`src/rtl/pci_bus_resolver.sv`:
```
// Clocked PCI control-bus model: resolves shared active-low FRAME#/IRDY#/TRDY#/DEVSEL#
// from per-agent drive/enable pairs and tracks phase, beats, aborts and sticky errors.
module pci_bus_resolver #(
    parameter int N_AGENTS       = 4,
    parameter int CNT_W          = 8,
    parameter int DEVSEL_TIMEOUT = 5
) (
    input  logic                clk,
    input  logic                rst_n,
    input  logic [N_AGENTS-1:0] frame_oe,
    input  logic [N_AGENTS-1:0] frame_drv,
    input  logic [N_AGENTS-1:0] irdy_oe,
    input  logic [N_AGENTS-1:0] irdy_drv,
    input  logic [N_AGENTS-1:0] trdy_oe,
    input  logic [N_AGENTS-1:0] trdy_drv,
    input  logic [N_AGENTS-1:0] devsel_oe,
    input  logic [N_AGENTS-1:0] devsel_drv,
    input  logic                clr_err,
    output logic                frame_bus,
    output logic                irdy_bus,
    output logic                trdy_bus,
    output logic                devsel_bus,
    output logic [1:0]          bus_phase,
    output logic [CNT_W-1:0]    data_count,
    output logic                xfer_done,
    output logic                master_abort,
    output logic [3:0]          contention,
    output logic                proto_err
);

    localparam logic [1:0] PH_IDLE = 2'd0;
    localparam logic [1:0] PH_ADDR = 2'd1;
    localparam logic [1:0] PH_DATA = 2'd2;
    localparam logic [1:0] PH_TURN = 2'd3;

    localparam logic [N_AGENTS-1:0] AGENT_ONE = {{(N_AGENTS-1){1'b0}}, 1'b1};
    localparam logic [N_AGENTS-1:0] AGENT_NONE = {N_AGENTS{1'b0}};
    localparam logic [CNT_W-1:0]    CNT_MAX   = {CNT_W{1'b1}};
    localparam logic [CNT_W-1:0]    CNT_ONE   = {{(CNT_W-1){1'b0}}, 1'b1};
    localparam logic [CNT_W-1:0]    WAIT_LAST = CNT_W'(DEVSEL_TIMEOUT - 1);

    // Clearing the lowest set bit leaves something only when two or more agents drive.
    function automatic logic multi_drive(input logic [N_AGENTS-1:0] oe);
        return (oe & (oe - AGENT_ONE)) != AGENT_NONE;
    endfunction

    // Pull-up when idle, forced deasserted on contention, otherwise the lone driver's bit.
    function automatic logic resolve_line(input logic [N_AGENTS-1:0] oe,
                                          input logic [N_AGENTS-1:0] drv);
        logic res;
        if (oe == AGENT_NONE) begin
            res = 1'b1;
        end else if (multi_drive(oe)) begin
            res = 1'b1;
        end else begin
            res = |(oe & drv);
        end
        return res;
    endfunction

    logic [1:0]       phase_r, phase_nxt_s;
    logic [CNT_W-1:0] count_r, count_nxt_s;
    logic [CNT_W-1:0] wait_r, wait_nxt_s;
    logic             seen_r, seen_nxt_s;
    logic             done_r, done_nxt_s;
    logic             abort_r, abort_nxt_s;
    logic [3:0]       contention_r, multi_s;
    logic             proto_r, proto_set_s;
    logic             beat_s, timeout_s;

    assign frame_bus  = resolve_line(frame_oe, frame_drv);
    assign irdy_bus   = resolve_line(irdy_oe, irdy_drv);
    assign trdy_bus   = resolve_line(trdy_oe, trdy_drv);
    assign devsel_bus = resolve_line(devsel_oe, devsel_drv);

    assign multi_s = {multi_drive(devsel_oe), multi_drive(trdy_oe),
                      multi_drive(irdy_oe), multi_drive(frame_oe)};

    assign beat_s    = (irdy_bus == 1'b0) && (trdy_bus == 1'b0);
    // Wait counter freezes once DEVSEL# has been seen, so it can only time out before then.
    assign timeout_s = !seen_r && devsel_bus && (wait_r == WAIT_LAST);

    // Next-state and next-output decode for the bus phase tracker.
    always_comb begin
        phase_nxt_s = phase_r;
        count_nxt_s = count_r;
        wait_nxt_s  = wait_r;
        seen_nxt_s  = seen_r;
        done_nxt_s  = 1'b0;
        abort_nxt_s = 1'b0;
        proto_set_s = 1'b0;
        case (phase_r)
            PH_IDLE: begin
                if (!frame_bus) begin
                    phase_nxt_s = PH_ADDR;
                    count_nxt_s = {CNT_W{1'b0}};
                    wait_nxt_s  = {CNT_W{1'b0}};
                    seen_nxt_s  = 1'b0;
                end else begin
                    phase_nxt_s = PH_IDLE;
                end
            end
            PH_ADDR: begin
                phase_nxt_s = PH_DATA;
            end
            PH_DATA: begin
                if (timeout_s) begin
                    abort_nxt_s = 1'b1;
                    phase_nxt_s = PH_TURN;
                end else begin
                    if (beat_s && (count_r != CNT_MAX)) begin
                        count_nxt_s = count_r + CNT_ONE;
                    end else begin
                        count_nxt_s = count_r;
                    end
                    if (!seen_r && devsel_bus) begin
                        wait_nxt_s = wait_r + CNT_ONE;
                    end else begin
                        wait_nxt_s = wait_r;
                    end
                    seen_nxt_s = seen_r | !devsel_bus;
                    if (frame_bus && beat_s) begin
                        done_nxt_s  = 1'b1;
                        phase_nxt_s = PH_TURN;
                    end else if (frame_bus && irdy_bus) begin
                        phase_nxt_s = PH_TURN;
                    end else begin
                        phase_nxt_s = PH_DATA;
                    end
                end
            end
            PH_TURN: begin
                phase_nxt_s = PH_IDLE;
                proto_set_s = !frame_bus;
            end
            default: begin
                phase_nxt_s = PH_IDLE;
            end
        endcase
    end

    // State, counters and sticky flags; set conditions beat a coincident clr_err.
    always_ff @(posedge clk) begin
        if (!rst_n) begin
            phase_r      <= PH_IDLE;
            count_r      <= {CNT_W{1'b0}};
            wait_r       <= {CNT_W{1'b0}};
            seen_r       <= 1'b0;
            done_r       <= 1'b0;
            abort_r      <= 1'b0;
            contention_r <= 4'b0000;
            proto_r      <= 1'b0;
        end else begin
            phase_r      <= phase_nxt_s;
            count_r      <= count_nxt_s;
            wait_r       <= wait_nxt_s;
            seen_r       <= seen_nxt_s;
            done_r       <= done_nxt_s;
            abort_r      <= abort_nxt_s;
            contention_r <= (contention_r & ~{4{clr_err}}) | multi_s;
            proto_r      <= (proto_r & ~clr_err) | proto_set_s;
        end
    end

    assign bus_phase    = phase_r;
    assign data_count   = count_r;
    assign xfer_done    = done_r;
    assign master_abort = abort_r;
    assign contention   = contention_r;
    assign proto_err    = proto_r;

endmodule
```
`config.mk`:
```
export PLATFORM = sky130hd
export DESIGN_NAME = pci_bus_resolver
export DESIGN_NICKNAME = d
export VERILOG_FILES = /design/src/rtl/pci_bus_resolver.sv
export SDC_FILE = /design/constraint.sdc
export NUM_CORES = 1
export LEC_CHECK = 0
export CAP_MARGIN = 20
export CORE_UTILIZATION = 49
export CTS_CLUSTER_SIZE = 24
export DETAILED_ROUTE_END_ITERATION = 16
export HOLD_SLACK_MARGIN = 0.12
export PLACE_DENSITY = 0.92
export SYNTH_ARGS = -nofsm -noshare
export SYNTH_HDL_FRONTEND = slang
export SYNTH_SLANG_ARGS = --single-unit
```
`constraint.sdc`:
```
create_clock -name clk -period 4.4 [get_ports clk]
set_input_delay 0.66 -clock clk [delete_from_list [all_inputs] [get_ports clk]]
set_output_delay 0.66 -clock clk [all_outputs]
set_load 0.02 [all_outputs]
```
; ---- Word-level counts from Yosys, hierarchy flattened
; Index checks and enable logic that the tools add are counted.
[classes]
addsub = 6
eq_ne = 9
n_mux = 26
bitwise_logic = 19
reduce_logical = 28
[op_table]
columns = cell, n
row1 = 8-bit two-way mux, 5
row2 = 4-bit AND, 9
row3 = 8-bit case mux with 2 select lines, 2
row4 = 1-bit two-way mux, 17
row5 = "8-bit by 1-bit adder with 8-bit output, second input constant", 2
row6 = 4-bit zero test, 4
row7 = 4-bit nonzero test, 4
row8 = 4-bit OR reduction, 4
row9 = "4-bit by 1-bit subtractor with 4-bit output, second input constant", 4
row10 = "8-bit by 3-bit == test with 1-bit output, second input constant", 1
row11 = "2-bit != test, second input constant", 4
row12 = "8-bit != test, second input constant", 1
row13 = 2-bit case mux with 4 select lines, 1
row14 = 4-bit AND reduction, 2
row15 = 1-bit logical AND, 6
row16 = 1-bit NOT, 5
row17 = "2-bit == test, second input constant", 2
row18 = 4-bit NOT, 1
row19 = 4-bit OR, 1
row20 = 1-bit zero test, 3
row21 = 3-bit AND reduction, 1
row22 = 3-bit OR reduction, 1
row23 = "2-bit by 1-bit == test with 1-bit output, second input constant", 1
row24 = 2-bit zero test, 1
row25 = other kinds (5), 6
[totals]
ff_bits = 26
inputBits = 35
out_inout_bits = 21
elab_cells = 96

; ---- Logic depth before layout (Yosys ltp)
; Gate-level depths: netlist of run 1.
[logic_depth]
ltp_word = 11
ltp_mapped = 9
ltp_nobuf = 8

; ---- Worst setup path before layout of run 1
; Ideal clock, no wire load.
[synth_timing]
path_kind = in2reg
startpoint = in irdy_oe[1]
endpoint = reg count_r[7], in the netlist data_count[7]
setup_ns = 0.071
t_arrival_ns = 2.233
required_ns = 4.329
slack_ns = 2.096
stages = 7
path_buffers = 0
cell_sequence = nor4b_1 > a211oi_1 > nor2_1 > inv_1 > o31a_1 > or4b_1 > a21oi_1
[synth_between]
elab_chain_cells = 10
[synth_lines]
columns = item, line_no
row1 = start: declaration, 12  ; input logic [N_AGENTS-1:0] irdy_oe,
row2 = 4-bit by 1-bit subtractor with 4-bit output, 44  ; return (oe & (oe - AGENT_ONE)) != AGENT_NONE;
row3 = 4-bit AND, 44
row4 = 4-bit nonzero test, 44
row5 = 1-bit two-way mux, 53  ; end else if (multi_drive(oe)) begin
row6 = 1-bit two-way mux *, 51  ; if (oe == AGENT_NONE) begin
row7 = net irdy_bus, 20  ; output logic irdy_bus,
row8 = 1-bit NOT *, 79  ; assign beat_s = (irdy_bus == 1'b0) && (trdy_bus == 1'b0);
row9 = 1-bit logical AND *, 79
row10 = 1-bit logical AND *, 111  ; if (beat_s && (count_r != CNT_MAX)) begin
row11 = 2-bit != test (no line) *, -
row12 = 4-bit AND reduction (no line) *, -
row13 = end signal: assignment, 146  ; count_r <= {CNT_W{1'b0}};
row14 = end signal: assignment, 155  ; count_r <= count_nxt_s;
row15 = end: declaration, 62  ; logic [CNT_W-1:0] count_r, count_nxt_s;
; Mark *: on every way through the listed nets, which the timed path passes. The rest lies on a longest branch.
; A chain may end at the register's enable or synchronous reset.

; ---- Final worst setup path of run 1
[layout_timing]
startpoint = in frame_oe[1]
endpoint = out frame_bus
[layout_between]
elab_chain_cells = 5
[layout_lines]
columns = item, line_no
row1 = start: declaration, 10  ; input logic [N_AGENTS-1:0] frame_oe,
row2 = 4-bit by 1-bit subtractor with 4-bit output, 44
row3 = 4-bit AND, 44
row4 = 4-bit nonzero test, 44
row5 = 1-bit two-way mux, 53
row6 = 1-bit two-way mux *, 51
row7 = end: declaration, 19  ; output logic frame_bus,
; Every way passes the cells marked *; elsewhere a longest branch is shown, timed or not.

==> results.py, run 1 <==
metrics = {
    "route": {
        "drt_iter0_markers": 67,
        "vias_per_cell": 5.57,
        "vias": 1687,
        "wl_per_cell_um": 12.8,
        "firstDrtPassIters": 4,
        "ant_nets": 0,
        "drt_wl_total_um": 3870,
        "drc": 0,
    },
    "cells_and_area": {
        "layout-drive-gt1-share": 0.0425,
        "fin_nets": 301,
        "fin_cells": 303,
        "syn2layout_area_growth_pct": 39.2,
        "antenna_cells": 0,
    },
    "yosys": {
        "netlist_area_um2": 1640,
        "ys.flop_type": "dfxtp_1",
        "synth_mux_area_frac": 0,
        "syn-instance-count": 204,
        "synth_top_family_by_area": "simple AND/OR/NAND/NOR gates",
        "synthAdderAreaFrac": 0.0519,
        "ys_ff_latch": 26,
        "yosysWarnings": 0,
        "synth-simple-area-share": 0.306,
        "syn_nets": 245,
        "synth_edf_count": 0,
        "synth-compound-area-share": 0.231,
        "ys_seq_area_frac": 0.318,
        "syn_avg_cell_area_um2": 8.03,
        "synth-xor-area-share": 0.0481,
        "synth.distinct_cells": 48,
        "async_reset_ff_frac": 0,
    },
    "pwr": {
        "peakVddDrop_uv": 162,
        "p_per_area_nw_per_um2": 229,
        "p_leak_nw": 0.807,
    },
    "place": {
        "dpl.hpwl_um": 3010,
        "portBuffers": 55,
        "dp_cells": 299,
        "gp_congestion": 0.827,
    },
    "timing": {
        "fin_crit_sh": 0.809,
        "fin_setup_tns_ns": 0,
        "maxSlewViolCount": 0,
        "rsz0062_at_grt": "no",
        "slew_headroom": 0.286,
        "tightest_slew_ns": 1.06,
        "fmax_mhz": 281,
        "finalHoldViolations": 0,
        "setup_viol": 0,
        "period_minus_slack_ns": 3.56,
        "fin_worst_skew_ns": 0.00522,
    },
    "status": {
        "status": "finished, final reports clean",
    },
    "die": {
        "die_h_um": 59.8,
        "std_cell_rows": 20,
        "io_pins": 56,
        "fp.dieW_um": 59.8,
        "core_um2": 3100,
        "start_util": 0.528,
        "dieArea_um2": 3580,
    },
    "min_path": {
        "hold_path.class": "flop to flop",
    },
    "setup_path": {
        "critPathLaunch": "frame_oe[1]",
        "worst-path-max-fanout": 6,
        "crit_path_max_incr_delay_ns": 0.62,
        "crit_end": "frame_bus",
        "cp_cell_sequence": "clkdlybuf4s50_1, nor4b_1, a211oi_1, nor2_1, inv_1, clkdlybuf4s50_1",
        "slowest_stage": "clkdlybuf4s50_1",
        "cpMostUsedCell": "clkdlybuf4s50_1",
        "r2r-end": "wait_r[5]",
        "crit_path_start_kind": "input port",
        "path_class": "input port to primary output",
        "cp-end-kind": "primary output",
        "arrival_ns": 2.90,
        "rrSetupSlack_ns": 1.99,
        "r2r-start": "bus_phase[0]",
        "crit_required_ns": 3.74,
        "reg2regPathDepth": 7,
    },
    "clocking": {
        "clock-sinks": 26,
        "tritoncts": "built",
        "clk_transition_reported_paths_ns": 0.14,
        "numCtsBuffers": 3,
        "cts_resized": 0,
        "cts_max_path_buffers": 2,
        "h-tree-depth": 1,
        "cts-root-buf": "clkbuf_4",
        "clkLatencyLatePin_ns": 0.33,
        "hold_buffers": 0,
        "postCtsSetupRepairBufs": 0,
    },
    "global_route": {
        "antenna_found_initial": 0,
        "grt_use_total": 0.234,
        "grt_pass1_vias": 1536,
        "grt.overflow.total": 0,
        "grt_pass1_wl_um": 6530,
        "grt_max_degree": 16,
    },
    "job": {
        "maxCapViolations": 0,
    },
}
## worst min-delay path by stage
stage                        startpoint            end  slack [ns]  depth (start not counted)
after floorplan               wait_r[7]      wait_r[7]        0.49                          2
after global placement    data_count[6]  data_count[6]        0.49                          2
after detailed placement  data_count[7]  data_count[7]        0.50                          2
after CTS                 data_count[7]  data_count[7]        0.52                          2
after global routing      data_count[6]  data_count[6]        0.56                          2
final                     data_count[7]  data_count[7]        0.52                          2
## kinds of logic (layout without fill, tap and decap cells)
family,Yosys count,count (layout)
XOR/XNOR,9,9
buffers and inverters,19,74
AO/OA/AOI/OAI,52,52
AND/OR/NAND/NOR,91,91
adder cells (fa/ha/maj),7,7
flip-flops,26,26
## through the flow
stage / hold WS [ns] / power (mW) / worst slack, ns / instance area (µm²) / utilization
after floorplan: 0.485 / 0.299 / 2.10 / 1640 / -
after global placement: 0.492 / 0.357 / 0.970 / 2230 / 0.719
after detailed placement: 0.497 / 0.359 / 0.886 / 2230 / 0.719
after CTS: 0.518 / 0.526 / 0.851 / 2280 / 0.735
after global routing: 0.564 / 0.548 / 0.674 / 2280 / 0.735
final: 0.519 / 0.522 / 0.839 / 2280 / 0.735
## registers in the layout (all words and copies together) (netlist names)
signal        count
data_count        8
wait_r            8
contention        4
bus_phase         2
master_abort      1
proto_err         1
seen_r            1
xfer_done         1
## Yosys cell counts (3+ instances only)
| library cell | n | area share |
|---|---|---|
| nor3_1 | 7 | 0.021 |
| dfxtp_1 | 26 | 0.32 |
| nand3_1 | 10 | 0.031 |
| o21ai_0 | 5 | 0.015 |
| clkbuf_1 | 4 | 0.0092 |
| ha_1 | 6 | 0.046 |
| a211oi_1 | 3 | 0.014 |
| xor2_1 | 5 | 0.027 |
| a21oi_1 | 10 | 0.031 |
| a22oi_1 | 6 | 0.027 |
| a21boi_0 | 3 | 0.014 |
| inv_1 | 14 | 0.032 |
| o22ai_1 | 5 | 0.019 |
| and2_1 | 6 | 0.023 |
| nor4b_1 | 9 | 0.048 |
| xnor2_1 | 4 | 0.021 |
| o211ai_1 | 4 | 0.018 |
| nor2_1 | 24 | 0.055 |
| nand4_1 | 5 | 0.019 |
| nand2_1 | 11 | 0.025 |
| nor4_1 | 3 | 0.011 |
## critical path, delay by kind of cell
family	cells	cell delay (ns)
AOI/OAI and AO/OA	1	0.58
and+or+nand+nor	2	0.43
buffers and inverters	3	1.24
## cell type report
class                           count  area (µm²)
Clock buffer                        3        22.5
Clock inverter                      1        30.0
Fill cell                         260         821
Inverter                           14        52.6
Multi-Input combinational cell    159        1040
Sequential cell                    26         520
Tap cell                           44        55.1
Timing Repair Buffer               56         558
## where the power goes
group          internal, mW  switching (mW)
combinational        0.0582          0.0549
clock                0.0922          0.0751
sequential            0.239         0.00218
## routing by layer
metal | track usage | wire (µm)
met1 | 0.300 | 1840
met2 | 0.413 | 1850
met3 | 0.0303 | 153
met4 | 0.0565 | 26
met5 | 0 | 0
## cells in the final DEF, fill, tap and decap left out, types with 2 or more instances in the layout
cell type	n
o31ai_1	2
a21boi_0	3
xnor2_1	4
clkdlybuf4s50_1	55
and2_2	2
o31a_1	2
nand2_1	11
ha_1	6
a21oi_1	10
nor2_1	24
nor4b_1	9
or4_1	2
and2_1	6
o21ai_0	5
or3_1	2
nor4_1	3
nand4_1	5
o211ai_1	4
and4_1	2
nand3_1	10
a211oi_1	3
xor2_1	5
inv_1	14
a22oi_1	6
o22ai_1	5
nor3_1	7
dfxtp_1	26
clkbuf_4	3
nor2b_1	2
(Power assumes the default switching activity.)
==> run 2, diff against run 1 <==
--- a/config.mk
+++ b/config.mk
@@ -6,11 +6,11 @@
 export NUM_CORES = 1
 export LEC_CHECK = 0
 export CAP_MARGIN = 20
-export CORE_UTILIZATION = 49
+export CORE_UTILIZATION = 45
 export CTS_CLUSTER_SIZE = 24
 export DETAILED_ROUTE_END_ITERATION = 16
 export HOLD_SLACK_MARGIN = 0.12
-export PLACE_DENSITY = 0.92
+export PLACE_DENSITY = 0.86
 export SYNTH_ARGS = -nofsm -noshare
 export SYNTH_HDL_FRONTEND = slang
 export SYNTH_SLANG_ARGS = --single-unit
==> constraint.sdc (replaced) <==
create_clock -name clk -period 3.3 [get_ports clk]
set_input_delay 0.495 -clock clk [delete_from_list [all_inputs] [get_ports clk]]
set_output_delay 0.495 -clock clk [all_outputs]
set_load 0.02 [all_outputs]
==> run 2 against run 1 <==
Count of clock-buffer cells in the layout unchanged. Worst setup slack got worse by 0.61 ns. Critical path type unchanged. Hold slack got worse by 0.0092 ns. Largest cell class unchanged. Sequential share of layout area decreased by 0.10 points. Non-clock buffer count increased by 1.
==> results.py, run 2 (synthesis results as in run 1) <==
metrics = {
    "cells_and_area": {
        "sequential_cell_area_um2": 520,
        "fin_nets": 302,
        "syn2layout_area_growth_pct": 39.8,
        "antenna_cells": 0,
        "final_cell_mix": "clkdlybuf4s50_1 (55), dfxtp_1 (26), nor2_1 (24), inv_1 (14), nand2_1 (11)",
        "multiInputGateArea_um2": 1040,
        "layout-drive-gt1-share": 0.0462,
        "fill_cells": 309,
        "utilization": 0.671,
        "final_common_cell": "clkdlybuf4s50_1",
    },
    "timing": {
        "fin_setup_tns_ns": 0,
        "fmax_mhz": 325,
        "period_minus_slack_ns": 3.07,
        "slew_headroom": 0.585,
        "tightest_slew_ns": 0.619,
        "fin_worst_skew_ns": 0.00728,
        "finalHoldViolations": 0,
        "maxSlewViolCount": 0,
        "setup_viol": 0,
        "fin_crit_sh": 0.932,
        "rsz0062_at_grt": "no",
    },
    "route": {
        "drt_wl_total_um": 3850,
        "drc": 0,
        "ant_nets": 0,
        "vias_per_cell": 5.60,
        "wl_per_cell_um": 12.6,
        "drt_iter0_markers": 57,
        "vias": 1714,
        "firstDrtPassIters": 4,
    },
    "pwr": {
        "p_per_area_nw_per_um2": 304,
        "p_leak_nw": 0.812,
        "peakVddDrop_uv": 198,
    },
    "clocking": {
        "tritoncts": "built",
        "postCtsSetupRepairBufs": 0,
        "hold_buffers": 0,
        "clkLatencyLatePin_ns": 0.33,
        "h-tree-depth": 1,
        "cts-root-buf": "clkbuf_4",
        "cts_max_path_buffers": 2,
        "cts_resized": 0,
        "clock-sinks": 26,
        "clk_transition_reported_paths_ns": 0.14,
        "numCtsBuffers": 3,
    },
    "global_route": {
        "grt.overflow.total": 0,
        "antenna_found_initial": 0,
        "grt_max_degree": 16,
        "grt_use_total": 0.213,
        "grt_pass1_vias": 1655,
        "grt_pass1_wl_um": 6840,
    },
    "die": {
        "start_util": 0.480,
        "std_cell_rows": 21,
        "die_h_um": 62.4,
        "dieArea_um2": 3890,
        "core_um2": 3420,
        "fp.dieW_um": 62.4,
        "io_pins": 56,
    },
    "setup_path": {
        "slowest_stage": "clkdlybuf4s50_1",
        "cp_cell_sequence": "clkdlybuf4s50_1, nor4b_1, a211oi_1, nor2_1, inv_1, clkdlybuf4s50_1",
        "crit_path_start_kind": "input port",
        "crit_path_max_incr_delay_ns": 0.62,
        "crit_required_ns": 2.80,
        "path_class": "input port to primary output",
        "worst-path-max-fanout": 6,
        "cpMostUsedCell": "clkdlybuf4s50_1",
        "cp-end-kind": "primary output",
        "arrival_ns": 2.58,
    },
    "min_path": {
        "hold_path.class": "flop to flop",
    },
    "place": {
        "portBuffers": 55,
        "dpl.hpwl_um": 2970,
        "gp_congestion": 0.786,
    },
    "job": {
        "maxCapViolations": 0,
    },
    "status": {
        "status": "finished, final reports clean",
    },
}
## run 2: where the power goes
part	total, mW	switching (mW)	leakage (nW)	internal, mW
Combinational	0.151	0.0729	0.574	0.0783
Sequential	0.322	0.00295	0.211	0.319
Clock	0.223	0.101	0.0279	0.123
## run 2: routing by layer
metal  routed length, µm  global-route usage  part of all wire
met4                  28              0.0698            0.0073
met3                 157              0.0276             0.041
met5                   0                   0                 0
met2                1940               0.393              0.50
met1                1720               0.252              0.45
## run 2: metrics by stage
| stage | hold slack (ns) | power, mW | std cells | setup slack [ns] | area [µm²] |
|---|---|---|---|---|---|
| 2_1_floorplan | 0.485 | 0.398 | 204 | 1.16 | 1640 |
| 3_3_place_gp | 0.488 | 0.477 | 302 | 0.276 | 2240 |
| 3_5_place_dp | 0.494 | 0.480 | 302 | 0.242 | 2240 |
| 4_1_cts | 0.512 | 0.703 | 306 | 0.228 | 2290 |
| 5_1_grt | 0.567 | 0.731 | 306 | 0.103 | 2290 |
| 6_report | 0.510 | 0.697 | 306 | 0.225 | 2290 |
## run 2: final timing paths
check,start,end,slack (ns),depth (start not counted)
max reg2reg,bus_phase[1],data_count[7],1.01,6
max,frame_oe[1],frame_bus,0.23,6
min,data_count[6],data_count[6],0.51,2
min reg2reg,data_count[6],data_count[6],0.51,2
## run 2: layout make-up
cell class	count	area share
clock buffers	3	0.00983
flip-flops and latches	26	0.227
well taps	46	0.0251
multi-input cells	159	0.455
repair buffers	57	0.247
clock inverters	1	0.0131
inverters	14	0.0229
## run 2: critical path, delay by kind of cell
| family | cells | cell delay, ns |
|---|---|---|
| simple gates | 2 | 0.33 |
| compound gates | 1 | 0.55 |
| buf+inv | 3 | 1.21 |
==> run 3, diff against run 2 <==
--- a/config.mk
+++ b/config.mk
@@ -11,6 +11,7 @@
 export DETAILED_ROUTE_END_ITERATION = 16
 export HOLD_SLACK_MARGIN = 0.12
 export PLACE_DENSITY = 0.86
+export SETUP_SLACK_MARGIN = 0.1
 export SYNTH_ARGS = -nofsm -noshare
 export SYNTH_HDL_FRONTEND = slang
 export SYNTH_SLANG_ARGS = --single-unit
==> results of run 3 <==
No change in the layout: final DEF, timing and power equal those of run 2.
